`src/rtl/tron_pkg.sv`:
```
// Shared Tron game definitions used by the trail generator, the VGA fetch
// path and the frame-buffer write arbiter.
//   FB_ADDR_W      : SRAM word address width
//   FB_DATA_W      : SRAM word width
//   fb_arb_state_t : frame-buffer arbiter FSM states
package tron_pkg;

  localparam int FB_ADDR_W = 20;
  localparam int FB_DATA_W = 16;

  typedef enum logic [2:0] {
    FB_IDLE     = 3'd0,
    FB_RD_ADDR  = 3'd1,
    FB_RD_CAP   = 3'd2,
    FB_WR_SETUP = 3'd3,
    FB_WR_PULSE = 3'd4,
    FB_WR_HOLD  = 3'd5
  } fb_arb_state_t;

endpackage

```
`src/rtl/fb_wr_fifo.sv`:
```
// Synchronous write-buffer FIFO for the frame-buffer arbiter.
// Ports:
//   Clk, Reset_n   : clock, asynchronous active-low reset
//   push/push_data : enqueue request; ignored while full
//   pop            : dequeue request; ignored while empty
//   head           : word at the head of the queue (valid while !empty)
//   full, empty    : registered status flags derived from the occupancy count
//   count          : current occupancy, 0..DEPTH
// DEPTH must be a power of two so the pointers wrap for free.
module fb_wr_fifo #(
  parameter int DEPTH = 8,
  parameter int WIDTH = 36,
  localparam int PTR_W = $clog2(DEPTH),
  localparam int CNT_W = $clog2(DEPTH) + 1
) (
  input  logic             Clk,
  input  logic             Reset_n,
  input  logic             push,
  input  logic [WIDTH-1:0] push_data,
  input  logic             pop,
  output logic [WIDTH-1:0] head,
  output logic             full,
  output logic             empty,
  output logic [CNT_W-1:0] count
);

  logic [WIDTH-1:0] mem [DEPTH];
  logic [PTR_W-1:0] wr_ptr;
  logic [PTR_W-1:0] rd_ptr;
  logic [CNT_W-1:0] count_nxt;
  logic             do_push;
  logic             do_pop;

  // A push while full is a drop, even if a pop frees a slot this cycle.
  assign do_push = push && !full;
  assign do_pop  = pop && !empty;
  assign head    = mem[rd_ptr];

  always_comb begin
    count_nxt = count;
    if (do_push && !do_pop) begin
      count_nxt = count + 1'b1;
    end else if (!do_push && do_pop) begin
      count_nxt = count - 1'b1;
    end
  end

  always_ff @(posedge Clk) begin
    if (do_push) begin
      mem[wr_ptr] <= push_data;
    end
  end

  always_ff @(posedge Clk or negedge Reset_n) begin
    if (!Reset_n) begin
      wr_ptr <= '0;
      rd_ptr <= '0;
      count  <= '0;
      full   <= 1'b0;
      empty  <= 1'b1;
    end else begin
      if (do_push) begin
        wr_ptr <= wr_ptr + 1'b1;
      end
      if (do_pop) begin
        rd_ptr <= rd_ptr + 1'b1;
      end
      count <= count_nxt;
      full  <= (count_nxt == CNT_W'(DEPTH));
      empty <= (count_nxt == '0);
    end
  end

endmodule

```
`src/rtl/fb_write_arbiter.sv`:
```
// Frame-buffer SRAM arbiter. Trail-generator pixel writes are buffered in a
// small FIFO and committed to the SRAM in slots left free by the VGA fetch
// path, which always has priority. A sticky flag reports dropped writes.
// Ports:
//   Clk, Reset_n                 : clock, asynchronous active-low reset
//   wr_data/wr_addr/wr_we        : one-cycle pixel write requests
//   wr_full                      : write buffer full (registered)
//   overflow                     : sticky, a write was dropped
//   vga_req/vga_addr             : read request, held until vga_valid
//   vga_data/vga_valid           : read data and one-cycle completion pulse
//   sram_addr/sram_dq_out/_oe    : SRAM address and write-data drive
//   sram_dq_in                   : SRAM read data
//   sram_ce_n/oe_n/we_n/ub_n/lb_n: SRAM strobes, active low
// Read : IDLE -> RD_ADDR -> RD_CAP -> IDLE(vga_valid), oe_n low for 2 cycles.
// Write: IDLE(pop) -> WR_SETUP -> WR_PULSE(we_n low) -> WR_HOLD -> IDLE.
// Every SRAM-facing output is a register loaded on entry to a state, so the
// strobes are glitch-free and oe_n/dq_oe are separated by the IDLE cycle.
module fb_write_arbiter
  import tron_pkg::*;
#(
  parameter int FIFO_DEPTH = 8,
  parameter int ADDR_W     = FB_ADDR_W,
  parameter int DATA_W     = FB_DATA_W
) (
  input  logic              Clk,
  input  logic              Reset_n,
  input  logic [DATA_W-1:0] wr_data,
  input  logic [ADDR_W-1:0] wr_addr,
  input  logic              wr_we,
  output logic              wr_full,
  output logic              overflow,
  input  logic              vga_req,
  input  logic [ADDR_W-1:0] vga_addr,
  output logic [DATA_W-1:0] vga_data,
  output logic              vga_valid,
  output logic [ADDR_W-1:0] sram_addr,
  output logic [DATA_W-1:0] sram_dq_out,
  output logic              sram_dq_oe,
  input  logic [DATA_W-1:0] sram_dq_in,
  output logic              sram_ce_n,
  output logic              sram_oe_n,
  output logic              sram_we_n,
  output logic              sram_ub_n,
  output logic              sram_lb_n
);

  localparam int WORD_W = ADDR_W + DATA_W;

  fb_arb_state_t state;
  fb_arb_state_t state_nxt;

  logic [WORD_W-1:0]              fifo_head;
  logic                           fifo_empty;
  logic                           fifo_pop;
  // Occupancy is only needed inside the FIFO for its flags.
  logic [$clog2(FIFO_DEPTH):0]    unused_fifo_count;

  logic [ADDR_W-1:0] addr_nxt;
  logic [DATA_W-1:0] dq_nxt;
  logic              dq_oe_nxt;
  logic              oe_n_nxt;
  logic              we_n_nxt;
  logic [DATA_W-1:0] vga_data_nxt;
  logic              vga_valid_nxt;

  // Chip always selected, full 16-bit words only.
  assign sram_ce_n = 1'b0;
  assign sram_ub_n = 1'b0;
  assign sram_lb_n = 1'b0;

  fb_wr_fifo #(
    .DEPTH (FIFO_DEPTH),
    .WIDTH (WORD_W)
  ) u_fifo (
    .Clk       (Clk),
    .Reset_n   (Reset_n),
    .push      (wr_we),
    .push_data ({wr_addr, wr_data}),
    .pop       (fifo_pop),
    .head      (fifo_head),
    .full      (wr_full),
    .empty     (fifo_empty),
    .count     (unused_fifo_count)
  );

  always_ff @(posedge Clk or negedge Reset_n) begin
    if (!Reset_n) begin
      state <= FB_IDLE;
    end else begin
      state <= state_nxt;
    end
  end

  // Next state plus the values every output register takes on entry to it.
  always_comb begin
    state_nxt     = state;
    addr_nxt      = sram_addr;
    dq_nxt        = sram_dq_out;
    dq_oe_nxt     = sram_dq_oe;
    oe_n_nxt      = sram_oe_n;
    we_n_nxt      = sram_we_n;
    vga_data_nxt  = vga_data;
    vga_valid_nxt = 1'b0;
    fifo_pop      = 1'b0;
    case (state)
      FB_IDLE: begin
        if (vga_req) begin
          state_nxt = FB_RD_ADDR;
          addr_nxt  = vga_addr;
          oe_n_nxt  = 1'b0;
          dq_oe_nxt = 1'b0;
        end else if (!fifo_empty) begin
          fifo_pop  = 1'b1;
          state_nxt = FB_WR_SETUP;
          addr_nxt  = fifo_head[DATA_W +: ADDR_W];
          dq_nxt    = fifo_head[DATA_W-1:0];
          dq_oe_nxt = 1'b1;
          we_n_nxt  = 1'b1;
        end
      end
      FB_RD_ADDR: begin
        state_nxt = FB_RD_CAP;
      end
      FB_RD_CAP: begin
        // Address and oe_n have been stable for two cycles; capture now.
        state_nxt     = FB_IDLE;
        vga_data_nxt  = sram_dq_in;
        vga_valid_nxt = 1'b1;
        oe_n_nxt      = 1'b1;
      end
      FB_WR_SETUP: begin
        state_nxt = FB_WR_PULSE;
        we_n_nxt  = 1'b0;
      end
      FB_WR_PULSE: begin
        state_nxt = FB_WR_HOLD;
        we_n_nxt  = 1'b1;
      end
      FB_WR_HOLD: begin
        // Data held one cycle past the we_n rising edge before release.
        state_nxt = FB_IDLE;
        dq_oe_nxt = 1'b0;
      end
      default: begin
        state_nxt = FB_IDLE;
        oe_n_nxt  = 1'b1;
        we_n_nxt  = 1'b1;
        dq_oe_nxt = 1'b0;
      end
    endcase
  end

  always_ff @(posedge Clk or negedge Reset_n) begin
    if (!Reset_n) begin
      sram_addr  <= '0;
      sram_dq_oe <= 1'b0;
      sram_oe_n  <= 1'b1;
      sram_we_n  <= 1'b1;
      vga_data   <= '0;
      vga_valid  <= 1'b0;
    end else begin
      sram_addr  <= addr_nxt;
      sram_dq_oe <= dq_oe_nxt;
      sram_oe_n  <= oe_n_nxt;
      sram_we_n  <= we_n_nxt;
      vga_data   <= vga_data_nxt;
      vga_valid  <= vga_valid_nxt;
    end
  end

  // Write data is only meaningful while sram_dq_oe is high.
  always_ff @(posedge Clk) begin
    sram_dq_out <= dq_nxt;
  end

  always_ff @(posedge Clk or negedge Reset_n) begin
    if (!Reset_n) begin
      overflow <= 1'b0;
    end else if (wr_we && wr_full) begin
      overflow <= 1'b1;
    end
  end

endmodule

```
`config.mk`:
```
export PLATFORM = sky130hd
export DESIGN_NAME = fb_write_arbiter
export DESIGN_NICKNAME = d
export VERILOG_FILES = /design/src/rtl/tron_pkg.sv /design/src/rtl/fb_wr_fifo.sv /design/src/rtl/fb_write_arbiter.sv
export SDC_FILE = /design/constraint.sdc
export NUM_CORES = 1
export LEC_CHECK = 0
export ABC_AREA = 1
export BUFFER_PORTS_ARGS = -buffer_cell sky130_fd_sc_hd__buf_2
export CAP_MARGIN = 10
export CELL_PAD_IN_SITES_DETAIL_PLACEMENT = 0
export CELL_PAD_IN_SITES_GLOBAL_PLACEMENT = 1
export CORE_MARGIN = 4
export CORE_UTILIZATION = 38
export DETAILED_ROUTE_END_ITERATION = 8
export GPL_TIMING_DRIVEN = 0
export PLACE_DENSITY_LB_ADDON = 0.1
export SETUP_SLACK_MARGIN = 0.4
export SLEW_MARGIN = 20
export SYNTH_ARGS = -nofsm -noshare
export SYNTH_HDL_FRONTEND = slang
export SYNTH_SLANG_ARGS = --single-unit
```
`constraint.sdc`:
```
create_clock -name Clk -period 3.4 [get_ports Clk]
set_input_delay 0.68 -clock Clk [delete_from_list [all_inputs] [get_ports Clk]]
set_output_delay 0.68 -clock Clk [all_outputs]
set_load 0.05 [all_outputs]
```
---- Word level (Yosys, flattened, before mapping) ----
Memory sizes are Yosys's and may differ from the RTL's.
Cells that the tools add are included.
cells by class
  equality and inequality tests ........... 11
  bitwise operators ....................... 5
  multiplexer cells ....................... 20
  add/sub/neg operators ................... 4
  reduce and logical (&&, ||, !) cells .... 19
operators with widths
  operator                                                               count
  20-bit two-way mux                                                     2
  3-bit one-hot mux with 4 select lines                                  1
  1-bit two-way mux                                                      10
  4-bit two-way mux                                                      2
  2-bit inequality test, second input constant                           4
  4-bit OR reduction                                                     2
  3-bit by 1-bit adder with 3-bit output, second input constant          2
  3-bit by 2-bit equality test with 1-bit output, second input constant  2
  3-bit equality test, second input constant                             2
  3-bit two-way mux                                                      2
  2-bit AND reduction                                                    3
  3-bit AND reduction                                                    2
  1-bit logical AND                                                      5
  1-bit NOT                                                              5
  4-bit by 1-bit adder with 4-bit output, second input constant          1
  4-bit equality test, second input constant                             1
  1-bit zero test                                                        4
  4-bit zero test                                                        1
  1-bit one-hot mux with 2 select lines                                  2
  4-bit by 1-bit subtractor with 4-bit output, second input constant     1
  3-bit by 1-bit equality test with 1-bit output, second input constant  1
  3-bit zero test                                                        1
  3-bit inequality test, second input constant                           1
  1-bit one-hot mux with 3 select lines                                  1
  3-bit OR reduction                                                     1
storage, ports and cells
  flip-flop bits (word level) ............. 72
  output and inout bits ................... 61
  memories ................................ 1
  input bits .............................. 76
  logic and storage cells ................. 74
  bits in writable memories ............... 288
memories
  memory      words  bits a word  rd ports  clocked after Yosys merged registers in  write ports  line              source
  u_fifo.mem  8      36           1         0                                        1            fb_wr_fifo.sv:27  logic [WIDTH-1:0] mem [DEPTH];

---- Longest topological paths before layout ----
  word-level depth ........................ 8
  gate-level depth with buffers ........... 10
  gate-level depth less buffers ........... 9

---- Hierarchy ----
A second synthesis with hierarchy kept.
unflattened totals
  cells, all modules ...................... 1,255
  area total of the unflattened synthesis .. 14,549.0 µm²
by module, submodules not included
  module            seq. area each (µm²)  area each (µm²)  cells each  times used
  fb_wr_fifo        8,949.8               11,966.5         977         1
  fb_write_arbiter  1,584.0               2,582.5          278         1

---- Worst setup path after synthesis ----
No wires, ideal clock.
  path kind ............................... input to register
  start point ............................. input port wr_we
  end point ............................... memory u_fifo.mem[0][0], enable pin
  slack ................................... 0.107 ns
  cell stages on the path ................. 5
  arrival ................................. 2.863 ns
  setup time .............................. 0.429 ns
  required time ........................... 2.971 ns
  path through ............................ inv_1 > nor2_4 > inv_1 > or2_2 > nor2_1
on the way
  cells in the longest elaborated chain, start to end .. 3
ends and longest elaborated chain
  element                                  line                    source
  start: declaration                       fb_write_arbiter.sv:29  input logic wr_we,
  1-bit logical AND                        fb_wr_fifo.sv:35        assign do_push = push && !full;
  1-bit two-way mux                        fb_wr_fifo.sv:49        if (do_push) begin
  1-bit two-way mux (not written as such)  fb_wr_fifo.sv:50        mem[wr_ptr] <= push_data;
  end: declaration                         fb_wr_fifo.sv:27
Every way passes these cells.

---- Worst setup path in the final report ----
  start point ............................. register u_fifo.full
  end point ............................... memory u_fifo.mem[4][8], enable pin
on the way
  cells in the longest elaborated chain, start to end .. 4
ends and longest elaborated chain
  element                                  line              source
  start: declaration                       fb_wr_fifo.sv:22  output logic full,
  start signal: assignment                 fb_wr_fifo.sv:69  full <= (count_nxt == CNT_W'(DEPTH));
  1-bit zero test                          fb_wr_fifo.sv:35
  1-bit logical AND                        fb_wr_fifo.sv:35
  1-bit two-way mux                        fb_wr_fifo.sv:49
  1-bit two-way mux (not written as such)  fb_wr_fifo.sv:50
Every way passes these cells.

==> impl_results.md <==
* Status: complete, no violations
* Vias per cell at 5.08
* Synth Register Bits at 360
* Final Max Tran Viols at 0
* Max Used Layer: met4
* Vias in the first global route at roughly 9,500
* Drt drc at 0
* CTS tree: built
* Slew @ Worst Pin at about 0.85 ns
* CTS HTree Levels at 2
* Slew headroom at 0.433
* Hold Crit Class: in2reg
* IO Port Bufs at 133
* Post-route insts no fill at around 1,900
* CP Capture Point: u_fifo.mem[4][8]$_DFFE_PP_
* Fin nets at around 1,400
* Primary FF master, synth: edfxtp_1
* Routed length per instance at 21.1 µm
* Crit Path Category: reg2reg
* Flop pwr share at 0.366
* Int Power at 9.89 mW
* Clock buffer depth at 3
* Worst Setup SP: u_fifo.full$_DFF_PN0_
* Die height at 202 µm
* CP Capture Type: register
* Setup Skew at 0.0211 ns
* Total CTS buffers at 40
* Unrepaired setup endpoints after global routing: false
* Sequential share of the synthesized area at 0.739
* Met2 routed WL at 18.7 mm
* Reg-to-reg setup timing slack at 0.97 ns
* Clock sink count at 360
* M1 wire length at 17.7 mm
* Final hold viol count at 0
* Ports at 137
* Mean Syn Cell Area at 12.3 µm²
* Worst flop-to-flop path startpoint: u_fifo.full$_DFF_PN0_
* Core box area at approximately 37,000 µm²
* Min Clock Period, post-route at 2.43 ns
* Final worst-path cycle share at 0.716
* Switching pwr at 6.68 mW
* Clk_lat worst skew at 0.54 ns
* Yosys warns at 0
* Sw Ratio at 0.403
* Global-route wire length before repair at about 59 mm
* Max IR drop VDD at roughly 0.34 mV
* Full die area at 40,700 µm²
* LEAKAGE at 6.51 nW
* Via count at 9,403
* Cell count after placement at between 1,500 and 2,000
* Crit path required time at 3.63 ns
* Async SR Flop Fraction at 0.156
* R2R depth at 6
* Yosys top cell by area: edfxtp_1
* Total wire length at 39.1 mm
* Initial antenna violation count at 2
* Row count at 70
* Antenna Nets Post-Route at 0
* Hold path start: sram_dq_in[4]
* Synth cell types at 39
* First-pass iteration count of the detailed router at 5
* Largest net degree at the start of global routing at 51
* Synthesized instance count at 1,156
* Worst r2r dst: u_fifo.mem[4][8]$_DFFE_PP_
* Critical Path Fanout Max at 14
* Drt first-iter violations at 763
* DP Wirelength at approximately 26 mm
* Synth top area cells: edfxtp_1 64%, dfrtp_1 9.3%, nor2_1 4.9%
* Combinational group share of total power at 0.384
* Die Wd at around 200 µm
* Post-CTS setup buffer count at 0
* Power density cells at roughly 960 nW/µm²
* Setup-failing EPs final at 0
* Gr usage total at 0.190
* Final setup TNS at 0 ns
* Root buf cell: clkbuf_16
* WP data arrival at 2.67 ns
* Clock-pin slew on the worst setup and hold paths at ~0.06 ns
* Fmax at 411 MHz
* Startpoint class of the critical path: register
* Gpl congestion at 0.776
* Overflow after GRT at 0
* Post-synth EDFFs at 304
* Post-synth top area share at 0.641
* Post-CTS sizing at 0
* P&R area growth vs syn at 20.8%
* Layout cells sized above 1 at 0.199
* Synthesized area at roughly 14,000 µm²
* Initial Utilization at 0.387
* WL met3 at 1.99 mm
* Pre-CTS WS at 0.552 ns
* Worst setup margin at around 0.97 ns
* Clock Power Share at 0.251
* Max cap viols at 0
## flip-flops by register name (all words and copies together) (netlist names), 3 cells and up
| signal | cells |
|---|---|
| u_fifo.count | 4 |
| state | 3 |
| u_fifo.mem | 288 |
| u_fifo.wr_ptr | 3 |
| vga_data | 16 |
| u_fifo.rd_ptr | 3 |
| sram_addr | 20 |
| sram_dq_out | 16 |
## stage by stage
step                       util  power [mW]  cell area (µm²)  hold WS (ns)
after floorplan               -        10.3            14300         0.384
after global placement    0.422        12.4            15500         0.439
after detailed placement  0.433        12.6            15900         0.447
after CTS                 0.468        16.8            17200         0.328
after global routing      0.468        17.6            17200         0.350
final                     0.468        16.6            17200         0.346
## repair_timing
item                       CTS  global route
hold endpoints to repair     6             0
hold buffers                 1             0
setup endpoints to repair    0             0
## cell usage in the layout, fill, tap and decap left out, types with 22 or more instances in the layout
| master | count |
|---|---|
| nand3_1 | 57 |
| clkbuf_1 | 39 |
| clkbuf_16 | 41 |
| dfrtp_1 | 53 |
| a21oi_1 | 22 |
| nand2_1 | 185 |
| inv_1 | 28 |
| buf_2 | 156 |
| o21ai_0 | 134 |
| o22ai_1 | 42 |
| edfxtp_1 | 304 |
| nor2_1 | 179 |
## cell families (layout without fill, tap and decap cells)
logic type | Yosys count | after routing | share of synthesized area
simple gates | 456 | 456 | 0.134
other cells | 1 | 5 | 0.000263
xor+xnor | 4 | 4 | 0.00246
flops | 360 | 360 | 0.739
buf+inv | 102 | 324 | 0.0324
fa+ha+maj | 4 | 4 | 0.00351
compound gates | 229 | 229 | 0.0886
## worst min-delay path by stage
stage                               to  slack (ns)  depth (start not counted)
6_report       vga_data[4]$_DFFE_PN0P_        0.35                          3
5_1_grt        vga_data[5]$_DFFE_PN0P_        0.35                          3
4_1_cts        vga_data[4]$_DFFE_PN0P_        0.33                          3
3_5_place_dp      overflow$_DFFE_PN0P_        0.45                          1
3_3_place_gp      overflow$_DFFE_PN0P_        0.44                          1
2_1_floorplan     overflow$_DFFE_PN0P_        0.38                          0
## power groups by stage
stage	Combinational [mW]	Sequential, mW	Clock (mW)
after global routing	6.99	6.15	4.43
after detailed placement	6.46	6.15	0
after floorplan	3.04	7.23	0
after global placement	6.19	6.20	0
after CTS	6.48	6.06	4.24
final	6.36	6.06	4.15
## layer usage
metal	vias up	global-route usage
met4	0	0.0442
met5	-	0
met1	4641	0.272
met2	237	0.309
met3	45	0.0284
li1	4480	-
## area by class of cell
class	instances	area (µm²)
multi-input combinational	696	3320
antenna	2	5.00
tap	468	586
clock inverter	17	131
fill	3350	19600
timing repair buffer	148	1040
buffer	67	330
clock buffer	57	1140
inverter	35	131
sequential	360	10500
## cells in the mapped netlist (all sizes together) (2+ instances only)
cell type  instances
edfxtp           304
nor2             193
nand2            190
o21ai            140
nand3             59
dfrtp             53
o22ai             42
buf               36
inv               35
clkbuf            31
a21oi             22
or2               11
a21boi            10
o211ai            10
ha                 4
xor2               4
dfstp              3
a21o               2
nor3               2
## critical path, cell delays in order, from the launching register on
cell and delay [ns]:
dfrtp_1 0.42, nor2_4 0.26, inv_1 0.14, or2_2 0.41, nor2_4 0.50, buf_16 0.23, buf_16 0.16
Note: power is estimated with default switching activity, not from simulation.
